## config.mk

```make
export PLATFORM = sky130hd
export DESIGN_NAME = div_unit_flat
export DESIGN_NICKNAME = d
export VERILOG_FILES = /design/src/rtl/div_if.sv /design/src/rtl/div_unit.sv /design/src/flat_wrapper.sv
export SDC_FILE = /design/constraint.sdc
export NUM_CORES = 1
export LEC_CHECK = 0
export CAP_MARGIN = 20
export CORE_MARGIN = 2
export CORE_UTILIZATION = 45
export CTS_CLUSTER_SIZE = 40
export DETAILED_ROUTE_END_ITERATION = 8
export GPL_ROUTABILITY_DRIVEN = 1
export PLACE_DENSITY = 0.76
export SLEW_MARGIN = 10
export SYNTH_ARGS = -nofsm -noshare
export SYNTH_HDL_FRONTEND = slang
export SYNTH_SLANG_ARGS = --single-unit
```

## constraint.sdc

```tcl
create_clock -name clk -period 3.9 [get_ports clk]
set_input_delay 0.585 -clock clk [delete_from_list [all_inputs] [get_ports clk]]
set_output_delay 0.585 -clock clk [all_outputs]
set_load 0.005 [all_outputs]
```

## src/rtl/div_if.sv

```systemverilog
// Divide unit handshake and operand bundle shared by execute control and the divider.
interface div_if #(
  parameter int WIDTH = 32
);
  logic             start;
  logic [4:0]       AluControl;
  logic [WIDTH-1:0] a;
  logic [WIDTH-1:0] b;
  logic             kill;
  logic             busy;
  logic             done;
  logic [WIDTH-1:0] result;

  modport master (
    output start, AluControl, a, b, kill,
    input  busy, done, result
  );

  modport slave (
    input  start, AluControl, a, b, kill,
    output busy, done, result
  );
endinterface

```

## src/rtl/div_unit.sv

```systemverilog
// Multi-cycle RV32M divider (DIV/DIVU/REM/REMU), restoring radix-2, one bit per cycle.
//
// state  | meaning
// -------+-----------------------------------------------------------
// S_IDLE | waiting for start with a divide opcode; result held
// S_CALC | 32 restoring steps, MSB first, count 0..31
// S_FIX  | sign fix-up and special-case override; result written on exit
module div_unit #(
  parameter int WIDTH = 32,
  parameter int CNT_W = 6
) (
  input  logic  clk,
  input  logic  rst_n,
  div_if.slave  bus
);

  localparam logic [4:0] OP_DIV  = 5'b01111;
  localparam logic [4:0] OP_DIVU = 5'b10000;
  localparam logic [4:0] OP_REM  = 5'b10001;
  localparam logic [4:0] OP_REMU = 5'b10010;

  typedef enum logic [1:0] {
    S_IDLE = 2'd0,
    S_CALC = 2'd1,
    S_FIX  = 2'd2
  } state_t;

  state_t r_state;
  state_t w_state_nxt;

  logic [CNT_W-1:0] r_cnt;
  logic [WIDTH:0]   r_rem;
  logic [WIDTH-1:0] r_quo;
  logic [WIDTH-1:0] r_div;
  logic [WIDTH-1:0] r_a;
  logic             r_is_rem;
  logic             r_qneg;
  logic             r_rneg;
  logic             r_dz;
  logic             r_ovf;
  logic [WIDTH-1:0] r_result;
  logic             r_done;

  logic             w_is_div;
  logic             w_is_signed;
  logic             w_is_rem;
  logic             w_accept;
  logic             w_last;
  logic             w_fix_wr;
  logic [WIDTH+1:0] w_diff;
  logic             w_ge;
  logic [WIDTH-1:0] w_res;
  logic [WIDTH-1:0] w_abs_a;
  logic [WIDTH-1:0] w_abs_b;

  // Decode the ALU operation code into divider controls.
  always_comb begin
    w_is_div    = 1'b0;
    w_is_signed = 1'b0;
    w_is_rem    = 1'b0;
    case (bus.AluControl)
      OP_DIV:  begin w_is_div = 1'b1; w_is_signed = 1'b1; end
      OP_DIVU: begin w_is_div = 1'b1; end
      OP_REM:  begin w_is_div = 1'b1; w_is_signed = 1'b1; w_is_rem = 1'b1; end
      OP_REMU: begin w_is_div = 1'b1; w_is_rem = 1'b1; end
      default: ;
    endcase
  end

  assign w_abs_a = (w_is_signed && bus.a[WIDTH-1]) ? (~bus.a + 1'b1) : bus.a;
  assign w_abs_b = (w_is_signed && bus.b[WIDTH-1]) ? (~bus.b + 1'b1) : bus.b;

  // Trial subtract; the extra top bit of the difference is the borrow.
  assign w_diff = {1'b0, r_rem, r_quo[WIDTH-1]} - {2'b00, r_div};
  assign w_ge   = ~w_diff[WIDTH+1];
  assign w_last = (r_cnt == CNT_W'(WIDTH - 1));

  // FSM state register.
  always_ff @(posedge clk or negedge rst_n) begin
    if (!rst_n) r_state <= S_IDLE;
    else        r_state <= w_state_nxt;
  end

  // Next state; kill wins over both progress and a simultaneous start.
  always_comb begin
    w_state_nxt = r_state;
    w_accept    = 1'b0;
    w_fix_wr    = 1'b0;
    case (r_state)
      S_IDLE: begin
        if (bus.start && w_is_div && !bus.kill) begin
          w_accept    = 1'b1;
          w_state_nxt = S_CALC;
        end
      end
      S_CALC: begin
        if (bus.kill)    w_state_nxt = S_IDLE;
        else if (w_last) w_state_nxt = S_FIX;
      end
      S_FIX: begin
        w_state_nxt = S_IDLE;
        w_fix_wr    = !bus.kill;
      end
      default: w_state_nxt = S_IDLE;
    endcase
  end

  // Final result selection: sign correction then RISC-V special cases.
  always_comb begin
    w_res = '0;
    if (r_dz) begin
      w_res = r_is_rem ? r_a : '1;
    end else if (r_ovf) begin
      w_res = r_is_rem ? '0 : {1'b1, {(WIDTH-1){1'b0}}};
    end else if (r_is_rem) begin
      w_res = r_rneg ? (~r_rem[WIDTH-1:0] + 1'b1) : r_rem[WIDTH-1:0];
    end else begin
      w_res = r_qneg ? (~r_quo + 1'b1) : r_quo;
    end
  end

  // Operand capture, iteration datapath, result and done registers.
  always_ff @(posedge clk or negedge rst_n) begin
    if (!rst_n) begin
      r_cnt    <= '0;
      r_rem    <= '0;
      r_quo    <= '0;
      r_div    <= '0;
      r_a      <= '0;
      r_is_rem <= 1'b0;
      r_qneg   <= 1'b0;
      r_rneg   <= 1'b0;
      r_dz     <= 1'b0;
      r_ovf    <= 1'b0;
      r_result <= '0;
      r_done   <= 1'b0;
    end else begin
      if (w_accept) begin
        r_cnt    <= '0;
        r_rem    <= '0;
        r_quo    <= w_abs_a;
        r_div    <= w_abs_b;
        r_a      <= bus.a;
        r_is_rem <= w_is_rem;
        r_qneg   <= w_is_signed & (bus.a[WIDTH-1] ^ bus.b[WIDTH-1]);
        r_rneg   <= w_is_signed & bus.a[WIDTH-1];
        r_dz     <= (bus.b == '0);
        r_ovf    <= w_is_signed && (bus.a == {1'b1, {(WIDTH-1){1'b0}}}) && (bus.b == '1);
      end else if (r_state == S_CALC && !bus.kill) begin
        r_rem <= w_ge ? w_diff[WIDTH:0] : {r_rem[WIDTH-1:0], r_quo[WIDTH-1]};
        r_quo <= {r_quo[WIDTH-2:0], w_ge};
        r_cnt <= r_cnt + 1'b1;
      end
      if (w_fix_wr) r_result <= w_res;
      r_done <= w_fix_wr;
    end
  end

  assign bus.busy   = (r_state != S_IDLE);
  assign bus.done   = r_done;
  assign bus.result = r_result;

endmodule

```

## src/flat_wrapper.sv

```systemverilog
// flat-port wrapper written by rule: the top's interface ports become plain ports
module div_unit_flat 
#(
  parameter int WIDTH = 32,
  parameter int CNT_W = 6
)
  (clk, rst_n, bus_start, bus_AluControl, bus_a, bus_b, bus_kill, bus_busy, bus_done, bus_result);
  div_if #(.WIDTH(WIDTH)) bus_i ();
  input  logic clk;
  input  logic rst_n;
  input wire logic [$bits(bus_i.start)-1:0] bus_start;
  input wire logic [$bits(bus_i.AluControl)-1:0] bus_AluControl;
  input wire logic [$bits(bus_i.a)-1:0] bus_a;
  input wire logic [$bits(bus_i.b)-1:0] bus_b;
  input wire logic [$bits(bus_i.kill)-1:0] bus_kill;
  output wire logic [$bits(bus_i.busy)-1:0] bus_busy;
  output wire logic [$bits(bus_i.done)-1:0] bus_done;
  output wire logic [$bits(bus_i.result)-1:0] bus_result;
  assign bus_i.start = bus_start;
  assign bus_i.AluControl = bus_AluControl;
  assign bus_i.a = bus_a;
  assign bus_i.b = bus_b;
  assign bus_i.kill = bus_kill;
  assign bus_busy = bus_i.busy;
  assign bus_done = bus_i.done;
  assign bus_result = bus_i.result;
  div_unit #(.WIDTH(WIDTH), .CNT_W(CNT_W)) u_core (.clk(clk), .rst_n(rst_n), .bus(bus_i));
endmodule
```

==> results.toml, run 1 <==
[outcome]
status = "completed"

[global_routing]
overflow = 0
grt_usage_pct = 26.15
grt_pass1_vias = 10870
grt_max_degree = 91
grt_pass1_wl_um = 58950
antenna_found_initial = 0

[power]
seq_power_share_pct = 31.5
swShare_pct = 44.53
pwr-share-comb_pct = 47.5
switchingPower_mw = 3.849
ir_drop_mv = 0.3997
pwr-share-clk_pct = 21.0
powerDensity_nw_per_um2 = 605.4
power_leakage_nw = 6.129
p_int_mw = 4.794

[yosys]
ys.flop_type = "dfrtp_1"
async_flop_share_pct = 100.0
syn_area_um2 = 12210
synth_cell_type_count = 78
syn_avg_cell_area_um2 = 8.198
synth_edf_count = 0
synth_seq_cells = 175
syn_nets = 1601
ys_warn_count = 0
seq_area_frac_synth_pct = 35.88
synth_cells = 1489

[floorplan]
start_util_pct = 45.55
die_h_um = 168.7
core-area_um2 = 26800
dieArea_um2 = 28460
rows = 60
ios = 107
die_width_um = 168.7

[worst_setup_path]
cp.arrival_ns = 3.62
required_ns = 4.20
worstSetupEndpointType = "register"
reg2reg_from = "u_core.r_div[1]$_DFFE_PN0P_"
path_max_fanout = 4
timing.rr.end = "u_core.r_rem[29]$_DFFE_PN0P_"
reg2reg_depth = 12
start_kind = "register"
r2r_slack_ns = 0.58
worstSetupPathType = "register to register"

[finish]
area.sequential_um2 = 4379
area_growth_pct = 16.97
stdcell_area_um2 = 14280
multi_input_area_um2 = 7273
fin_nets = 1670
drive_above_1_share_pct = 6.047
fillCellCount = 2444
num_antenna_cells = 0

[route]
dr.pass1.iters = 6
vias = 11580
route.detailed.wl_per_inst_um = 19.25
final_antenna_net_count = 0
via_per_inst = 6.055
drt_iter0_markers = 1173
drt_wl_total_um = 36810
drcViolationCount = 0

[clock_network]
htree_levels = 4
cts_sinks = 175
postCtsHoldBufs = 0
cts_buffer_depth = 2
post_cts_buffers = 0
numCtsBuffers = 17
cts-resized-gates = 0
clkTransAtPathRegs_ns = 0.08
clock_latency_ns = 0.46
clockRootBuffer = "clkbuf_16"
cts_tree = "done"

[run]
maxCapViolCount = 0

[timing]
holdWs_ns = 0.06873
worst_pin_slew_ns = 1.008
relSlewSlack_pct = 32.65
finalHoldViolCount = 0
tns_ns = 0
fin_skew_ns = 0.01748
timing.final.crit_share_pct = 85.08
max_freq_mhz = 301.4
drv_slew = 0
layout_min_cycle_time_ns = 3.318
rsz0062_at_grt = "false"
setup_viol = 0

[placed_design]
place_area_um2 = 13650
dp_hpwl_um = 27440
place_congestion = 0.9564
port_buffers = 106

[hold_path]
hold_path_class = "input pin to async pin"
==> placed cells by master (no fill, tap or decap), types with 5 or more instances in the layout <==
master / n
a31oi_1: 27
clkinv_8: 7
nand3_1: 24
and2_1: 7
nand2_1: 274
ha_1: 38
xor2_1: 66
o21bai_1: 5
mux2i_1: 35
clkbuf_16: 17
a211oi_1: 7
a22oi_1: 23
o21ai_0: 137
inv_1: 55
a21o_1: 16
nor2_1: 90
o31ai_1: 29
xnor2_1: 82
nand4_1: 24
and3_1: 9
o41ai_1: 10
or2_2: 5
o211ai_1: 11
clkdlybuf4s50_1: 105
a41oi_1: 5
or4_1: 9
o21a_1: 8
a21oi_1: 67
o21ai_1: 36
nor4_1: 16
or3_1: 7
nor3_1: 19
dfrtp_1: 175
buf_4: 29
mux2_2: 5
==> layout make-up <==
class,instances,area share (%)
Timing Repair Buffer,139,9.525
Multi-Input combinational cell,1169,50.94
Clock buffer,17,2.979
Inverter,56,1.472
Clock inverter,15,1.428
Tap cell,341,2.988
Sequential cell,175,30.67
==> power groups by stage <==
stage          sequential [mW]  combinational, mW  clock [mW]
2_1_floorplan             2.54               3.05           0
3_3_place_gp              2.71               3.94           0
3_5_place_dp              2.73               4.00           0
4_1_cts                   2.70               4.04        1.82
5_1_grt                   2.78               4.52        1.90
6_report                  2.72               4.11        1.81
==> through the flow <==
step	instances	util [%]	power, mW	setup slack, ns
global route	1912	53.28	9.194	0.3785
global placement	1880	50.93	6.649	0.5397
floorplan	1489	-	5.588	1.034
CTS	1912	53.28	8.556	0.6423
finish	1912	53.28	8.644	0.5820
detailed placement	1880	50.93	6.734	0.4851
==> cell families (layout without fill, tap and decap cells) <==
kind of cell / Yosys count / in the layout / share of synthesized area (%)
muxes: 40 / 40 / 3.331
buffers and inverters: 145 / 227 / 5.012
AOI/OAI and AO/OA: 422 / 422 / 21.49
and+or+nand+nor: 519 / 519 / 19.54
adders and majority gates: 39 / 39 / 4.059
xor gates and xnor gates: 149 / 149 / 10.69
DFF: 175 / 175 / 35.88
==> flip-flops by register name (all words and copies together), names as in the netlist, 2 cells and up <==
| register | cells |
|---|---|
| u_core.bus.result | 32 |
| u_core.r_quo | 32 |
| u_core.r_div | 32 |
| u_core.r_a | 32 |
| u_core.r_cnt | 6 |
| u_core.r_state | 2 |
| u_core.r_rem | 33 |
==> worst max path at each step <==
stage               slack (ns)                      endpoint                    startpoint  cells after the start
finish                    0.58  u_core.r_rem[29]$_DFFE_PN0P_   u_core.r_div[1]$_DFFE_PN0P_                     12
global route              0.38   u_core.r_rem[4]$_DFFE_PN0P_   u_core.r_rem[7]$_DFFE_PN0P_                     11
detailed placement        0.49  u_core.r_div[29]$_DFFE_PN0P_                      bus_b[4]                      9
floorplan                 1.03  u_core.r_rem[24]$_DFFE_PN0P_  u_core.r_quo[31]$_DFFE_PN0P_                     13
global placement          0.54  u_core.r_quo[26]$_DFFE_PN0P_                      bus_a[6]                      8
CTS                       0.64  u_core.r_rem[12]$_DFFE_PN0P_   u_core.r_rem[7]$_DFFE_PN0P_                     11
==> worst max-delay path, cell delays in order, from the launching register on <==
cell and delay [ns]:
dfrtp_1 0.43, inv_1 0.10, ha_1 0.29, nor2b_1 0.14
o31a_1 0.27, a21oi_1 0.37, o21ai_1 0.25, buf_4 0.22
a211oi_1 0.44, o21ai_0 0.21, xor2_1 0.18, mux2i_1 0.16
o21ai_0 0.09
==> layer usage <==
metal | vias up | share of wire (%) | track usage (%) | wire [um]
met5 | - | 0 | 0 | 0
met4 | 0 | 2.9 | 9.633 | 1055
met3 | 77 | 8.0 | 4.279 | 2934
met2 | 535 | 44 | 39.93 | 16310
met1 | 5554 | 45 | 37.43 | 16510
li1 | 5411 | - | - | -
==> cells in the mapped netlist (9+ instances only) <==
master	count	area share (%)
and3_1	9	0.46
inv_1	55	1.7
a31oi_1	27	1.4
xnor2_1	82	5.9
o41ai_1	10	0.72
a21o_1	16	0.98
nand2_1	274	8.4
nor4_1	16	0.82
nor2_1	91	2.8
o21ai_1	36	1.5
ha_1	38	3.9
clkbuf_1	74	2.3
xor2_1	67	4.8
o211ai_1	11	0.68
nand3_1	24	0.98
mux2i_1	35	2.9
or4_1	9	0.55
a22oi_1	23	1.4
nor3_1	19	0.78
o31ai_1	29	1.8
o21ai_0	137	5.6
nand4_1	24	1.2
a21oi_1	67	2.7
dfrtp_1	175	36
Power figures use the tool's default switching activity.
==> run 2: changes to the inputs <==
- clock period: 3.9 -> 4.11 ns (I/O delays scaled with it)
==> run 2 against run 1 <==
Net effect: clock skew decreased by 0.0042 ns; worst setup slack improved by 0.044 ns; power is 5.0% lower; hold slack better by 0.056 ns; largest power group unchanged; critical endpoint is now u_core.r_rem[20]$_DFFE_PN0P_; sequential share of layout area about the same; critical path type unchanged; highest routed layer unchanged.
==> results.toml, run 2 (synthesis gave the netlist of run 1 again) <==
[clock_network]
cts-resized-gates = 0
cts_tree = "done"
post_cts_buffers = 0
htree_levels = 4
clock_latency_ns = 0.45
cts_buffer_depth = 2
postCtsHoldBufs = 0
cts_sinks = 175
clkTransAtPathRegs_ns = 0.08
clockRootBuffer = "clkbuf_16"
numCtsBuffers = 17

[global_routing]
overflow = 0
grt_max_degree = 86
antenna_found_initial = 0
grt_pass1_vias = 10690
grt_pass1_wl_um = 58440
grt_usage_pct = 25.83

[floorplan]
die_h_um = 168.7
die_width_um = 168.7
ios = 107
start_util_pct = 45.55
dieArea_um2 = 28460
rows = 60
core-area_um2 = 26800

[timing]
finalHoldViolCount = 0
rsz0062_at_grt = "false"
tns_ns = 0
max_freq_mhz = 287.0
timing.final.crit_share_pct = 84.77
layout_min_cycle_time_ns = 3.484
drv_slew = 0
worst_pin_slew_ns = 0.9826
relSlewSlack_pct = 34.34
setup_slack_ns = 0.6258
setup_viol = 0
fin_skew_ns = 0.01327

[worst_setup_path]
cp.arrival_ns = 3.80
slowest_delay_ns = 0.54
worstSetupPathType = "register to register"
required_ns = 4.42
path_cells = "ha_1 -> nor2b_1 -> o31a_1 -> a21oi_1 -> o21ai_1 -> a21oi_1 -> o211ai_1 -> xor2_4 -> buf_4 -> mux2i_1 -> o21ai_1"
crit_slowest_cell = "dfrtp_1"
worstSetupEndpointType = "register"
start_kind = "register"
path_max_fanout = 16

[power]
power_leakage_nw = 6.125
ir_drop_mv = 0.3517
powerDensity_nw_per_um2 = 576.0

[placed_design]
place_area_um2 = 13630
dpl_worst_slack_ns = 0.6114
port_buffers = 106
dp_hpwl_um = 27380
place_congestion = 0.9486

[route]
via_per_inst = 5.953
drt_wl_total_um = 36650
final_antenna_net_count = 0
drt_iter0_markers = 1262
dr.pass1.iters = 6
route.detailed.wl_per_inst_um = 19.16
drcViolationCount = 0
vias = 11390

[outcome]
status = "completed"

[finish]
drive_above_1_share_pct = 6.107
final_common_cell = "nand2_1"
largest_reg_flops = 33
fin_nets = 1671
area_growth_pct = 16.83
fillCellCount = 2447
stdcell_area_um2 = 14260
layout_common_cells = "274 x nand2_1, 175 x dfrtp_1, 137 x o21ai_0"
largest_register = "u_core.r_rem"
num_antenna_cells = 0
multi_input_area_um2 = 7273
area.sequential_um2 = 4379

[run]
maxCapViolCount = 0

[hold_path]
hold_path_class = "input pin to async pin"
-- run 2: changes by cell type in the layout (fill, tap and decap cells not counted), sizes merged --
cell,delta
buf,+1
-- run 2: area by class of cell --
cell class	instances	share of cell area, %
multi-input combinational	1169	51.00
clock buffer	17	2.983
tap	341	2.992
sequential	175	30.71
timing repair buffer	140	9.414
inverter	56	1.474
clock inverter	15	1.430
-- run 2: path summary, 6_finish.rpt --
path	start	to	slack [ns]	cells past startpoint
setup / recovery	u_core.r_rem[0]$_DFFE_PN0P_	u_core.r_rem[20]$_DFFE_PN0P_	0.63	11
hold / removal	rst_n	u_core.r_div[22]$_DFFE_PN0P_	0.12	1
setup reg to reg	u_core.r_rem[0]$_DFFE_PN0P_	u_core.r_rem[20]$_DFFE_PN0P_	0.63	11
hold reg to reg	u_core.r_a[23]$_DFFE_PN0P_	u_core.r_a[23]$_DFFE_PN0P_	0.48	2
max in group asynchronous	rst_n	u_core.r_quo[28]$_DFFE_PN0P_	3.07	2
min in group clk	u_core.r_a[23]$_DFFE_PN0P_	u_core.r_a[23]$_DFFE_PN0P_	0.48	2
-- run 2: per-stage QoR --
| step | power [mW] | std cells | utilization [%] | hold slack [ns] |
|---|---|---|---|---|
| after global placement | 6.328 | 1881 | 50.86 | 0.4519 |
| after global routing | 8.726 | 1913 | 53.21 | 0.1728 |
| after CTS | 8.138 | 1913 | 53.21 | 0.1473 |
| after detailed placement | 6.411 | 1881 | 50.86 | 0.4602 |
| after floorplan | 5.303 | 1489 | - | 0.3209 |
| final | 8.214 | 1913 | 53.21 | 0.1246 |
-- run 2: metal layers --
layer / vias to the layer above / track usage [%] / routed length, um
met1: 5475 / 38.01 / 16840
met4: 0 / 7.459 / 763
met3: 46 / 4.419 / 2899
met2: 459 / 39.08 / 16150
met5: - / 0 / 0
li1: 5409 / - / -
-- run 2: critical path: cells and delay by family (launching register included) --
kind                     cells  cell delay, ns
AO/OA/AOI/OAI                6            1.26
flip-flops                   1            0.54
AND/OR/NAND/NOR              1            0.14
multiplexers                 1            0.23
XOR/XNOR                     1            0.52
buffers and inverters        1            0.35
adder cells (fa/ha/maj)      1            0.29
-- run 2: power by group --
group / switching (mW) / internal (mW) / leakage, nW
sequential: 0.501 / 2.08 / 2.31
clock: 0.867 / 0.842 / 0.302
combinational: 2.30 / 1.62 / 3.51
total: 3.67 / 4.54 / 6.13
==> run 3: changes to the inputs <==
- PLACE_DENSITY: 0.76 -> 0.78
- clock period: 4.11 -> 3.2 ns (I/O delays scaled with it)
==> run 3 against run 2 <==
Net effect: largest cell class unchanged; non-clock buffer count rose by 42; core utilization rose by 1.6 points; sequential power rose by 24%; critical path type unchanged.
==> results.toml, run 3 (synthesis gave the netlist of run 1 again) <==
[power]
powerDensity_nw_per_um2 = 739.9
finalPower_mw = 10.88
ir_drop_mv = 0.4895
power_leakage_nw = 6.363

[floorplan]
start_util_pct = 45.55
rows = 60
die_h_um = 168.7
die_width_um = 168.7
core-area_um2 = 26800
dieArea_um2 = 28460
ios = 107

[finish]
final_common_cell = "nand2_1"
multi_input_area_um2 = 7333
largest_register = "u_core.r_rem"
layout_common_cells = "274 x nand2_1, 175 x dfrtp_1, 137 x o21ai_0"
drive_above_1_share_pct = 9.108
area_growth_pct = 20.42
fillCellCount = 2370
fin_nets = 1713
num_antenna_cells = 0
largest_reg_flops = 33
stdcell_area_um2 = 14700
area.sequential_um2 = 4379
post-route-util_pct = 54.85

[route]
drcViolationCount = 0
vias = 11680
route.detailed.wl_per_inst_um = 19.11
via_per_inst = 5.975
drt_iter0_markers = 1404
drt_wl_total_um = 37360
dr.pass1.iters = 6
final_antenna_net_count = 0

[outcome]
status = "completed"

[timing]
drv_slew = 0
setup_viol = 0
layout_min_cycle_time_ns = 3.031
relSlewSlack_pct = 49.92
tns_ns = 0
rsz0062_at_grt = "false"
timing.final.crit_share_pct = 94.72
worst_pin_slew_ns = 0.7512
max_freq_mhz = 329.9
fin_skew_ns = 0.01706
finalHoldViolCount = 0

[placed_design]
place_area_um2 = 14010
port_buffers = 106
dp_hpwl_um = 28020
place_congestion = 0.9402

[worst_setup_path]
cpMostUsedCell = "inv_1"
slowest_delay_ns = 0.43
worstSetupEndpointType = "register"
required_ns = 3.54
path_max_fanout = 3
r2r_slack_ns = 0.17
worstSetupPathType = "register to register"
start_kind = "register"
cp.arrival_ns = 3.37
crit_slowest_cell = "fa_1"
path_cells = "inv_1 -> ha_1 -> inv_1 -> fa_1 -> a211oi_1 -> o21a_1 -> o211ai_1 -> a41oi_2 -> o21ai_1 -> a221oi_2 -> xnor2_1 -> and3_1 -> a221o_1"

[clock_network]
clockRootBuffer = "clkbuf_16"
numCtsBuffers = 17
clock_latency_ns = 0.46
cts_tree = "done"
htree_levels = 4
cts_buffer_depth = 2
cts_sinks = 175
post_cts_buffers = 0
clkTransAtPathRegs_ns = 0.08

[global_routing]
antenna_found_initial = 1
grt_pass1_wl_um = 60110
overflow = 0
grt_usage_pct = 26.50
grt_pass1_vias = 11020
grt_max_degree = 61

[hold_path]
hold_path_class = "input pin to async pin"

[run]
maxCapViolCount = 0
run 3: cell count changes in the layout (fill, tap and decap cells not counted), moves of 2 or more:
cell	change
buf_4	+37
buf_12	+5
a221oi_1	-2
a221oi_2	+2
run 3: power by group:
part	total (mW)	internal (mW)	switching, mW	leakage, nW
Clock	2.19	1.08	1.11	0.302
Sequential	3.21	2.67	0.545	2.31
Combinational	5.47	2.35	3.12	3.75
run 3: path summary, 6_finish.rpt:
kind	endpoint	from	cells after the start
max in group asynchronous	u_core.r_rneg$_DFFE_PN0P_	rst_n	2
setup reg to reg	u_core.r_rem[24]$_DFFE_PN0P_	u_core.r_quo[31]$_DFFE_PN0P_	13
hold / removal	u_core.r_div[26]$_DFFE_PN0P_	rst_n	1
min in group clk	u_core.bus.result[12]$_DFFE_PN0P_	u_core.bus.result[12]$_DFFE_PN0P_	2
setup / recovery	u_core.r_rem[24]$_DFFE_PN0P_	u_core.r_quo[31]$_DFFE_PN0P_	13
hold reg to reg	u_core.bus.result[12]$_DFFE_PN0P_	u_core.bus.result[12]$_DFFE_PN0P_	2
run 3: stage by stage:
step           hold WS, ns  worst slack, ns  instances
2_1_floorplan       0.1844           0.3335       1489
3_3_place_gp        0.4518           0.1211       1923
3_5_place_dp        0.4546          0.02732       1923
4_1_cts            0.02821          0.01475       1955
5_1_grt            0.04990         0.001871       1955
6_report          0.002115           0.1691       1955
run 3: area by class of cell:
cell class	instances	area share, %
Clock inverter	15	1.387
Clock buffer	17	2.894
Multi-Input combinational cell	1169	49.89
Tap cell	341	2.903
Sequential cell	175	29.79
Inverter	56	1.430
Timing Repair Buffer	182	11.70
run 3: what timing repair did:
action / CTS / global route
resized for setup: 0 / 10
hold buffers: 0 / 0
endpoints found under the setup margin: 0 / 25
run 3: worst max-delay path: cells and delay by family (launching register included):
kind            cells  cell delay (ns)
simple gates        1             0.18
fa+ha+maj           2             0.59
buf+inv             2             0.13
compound gates      7             1.55
flops               1             0.36
xor+xnor            1             0.10
run 3: per-layer routing:
| metal | wire, um | up-vias | GRT usage [%] |
|---|---|---|---|
| li1 | - | 5509 | - |
| met1 | 16890 | 5594 | 38.22 |
| met2 | 16480 | 501 | 40.07 |
| met3 | 3081 | 76 | 5.401 |
| met4 | 900 | 2 | 8.171 |
| met5 | 12 | - | 0 |
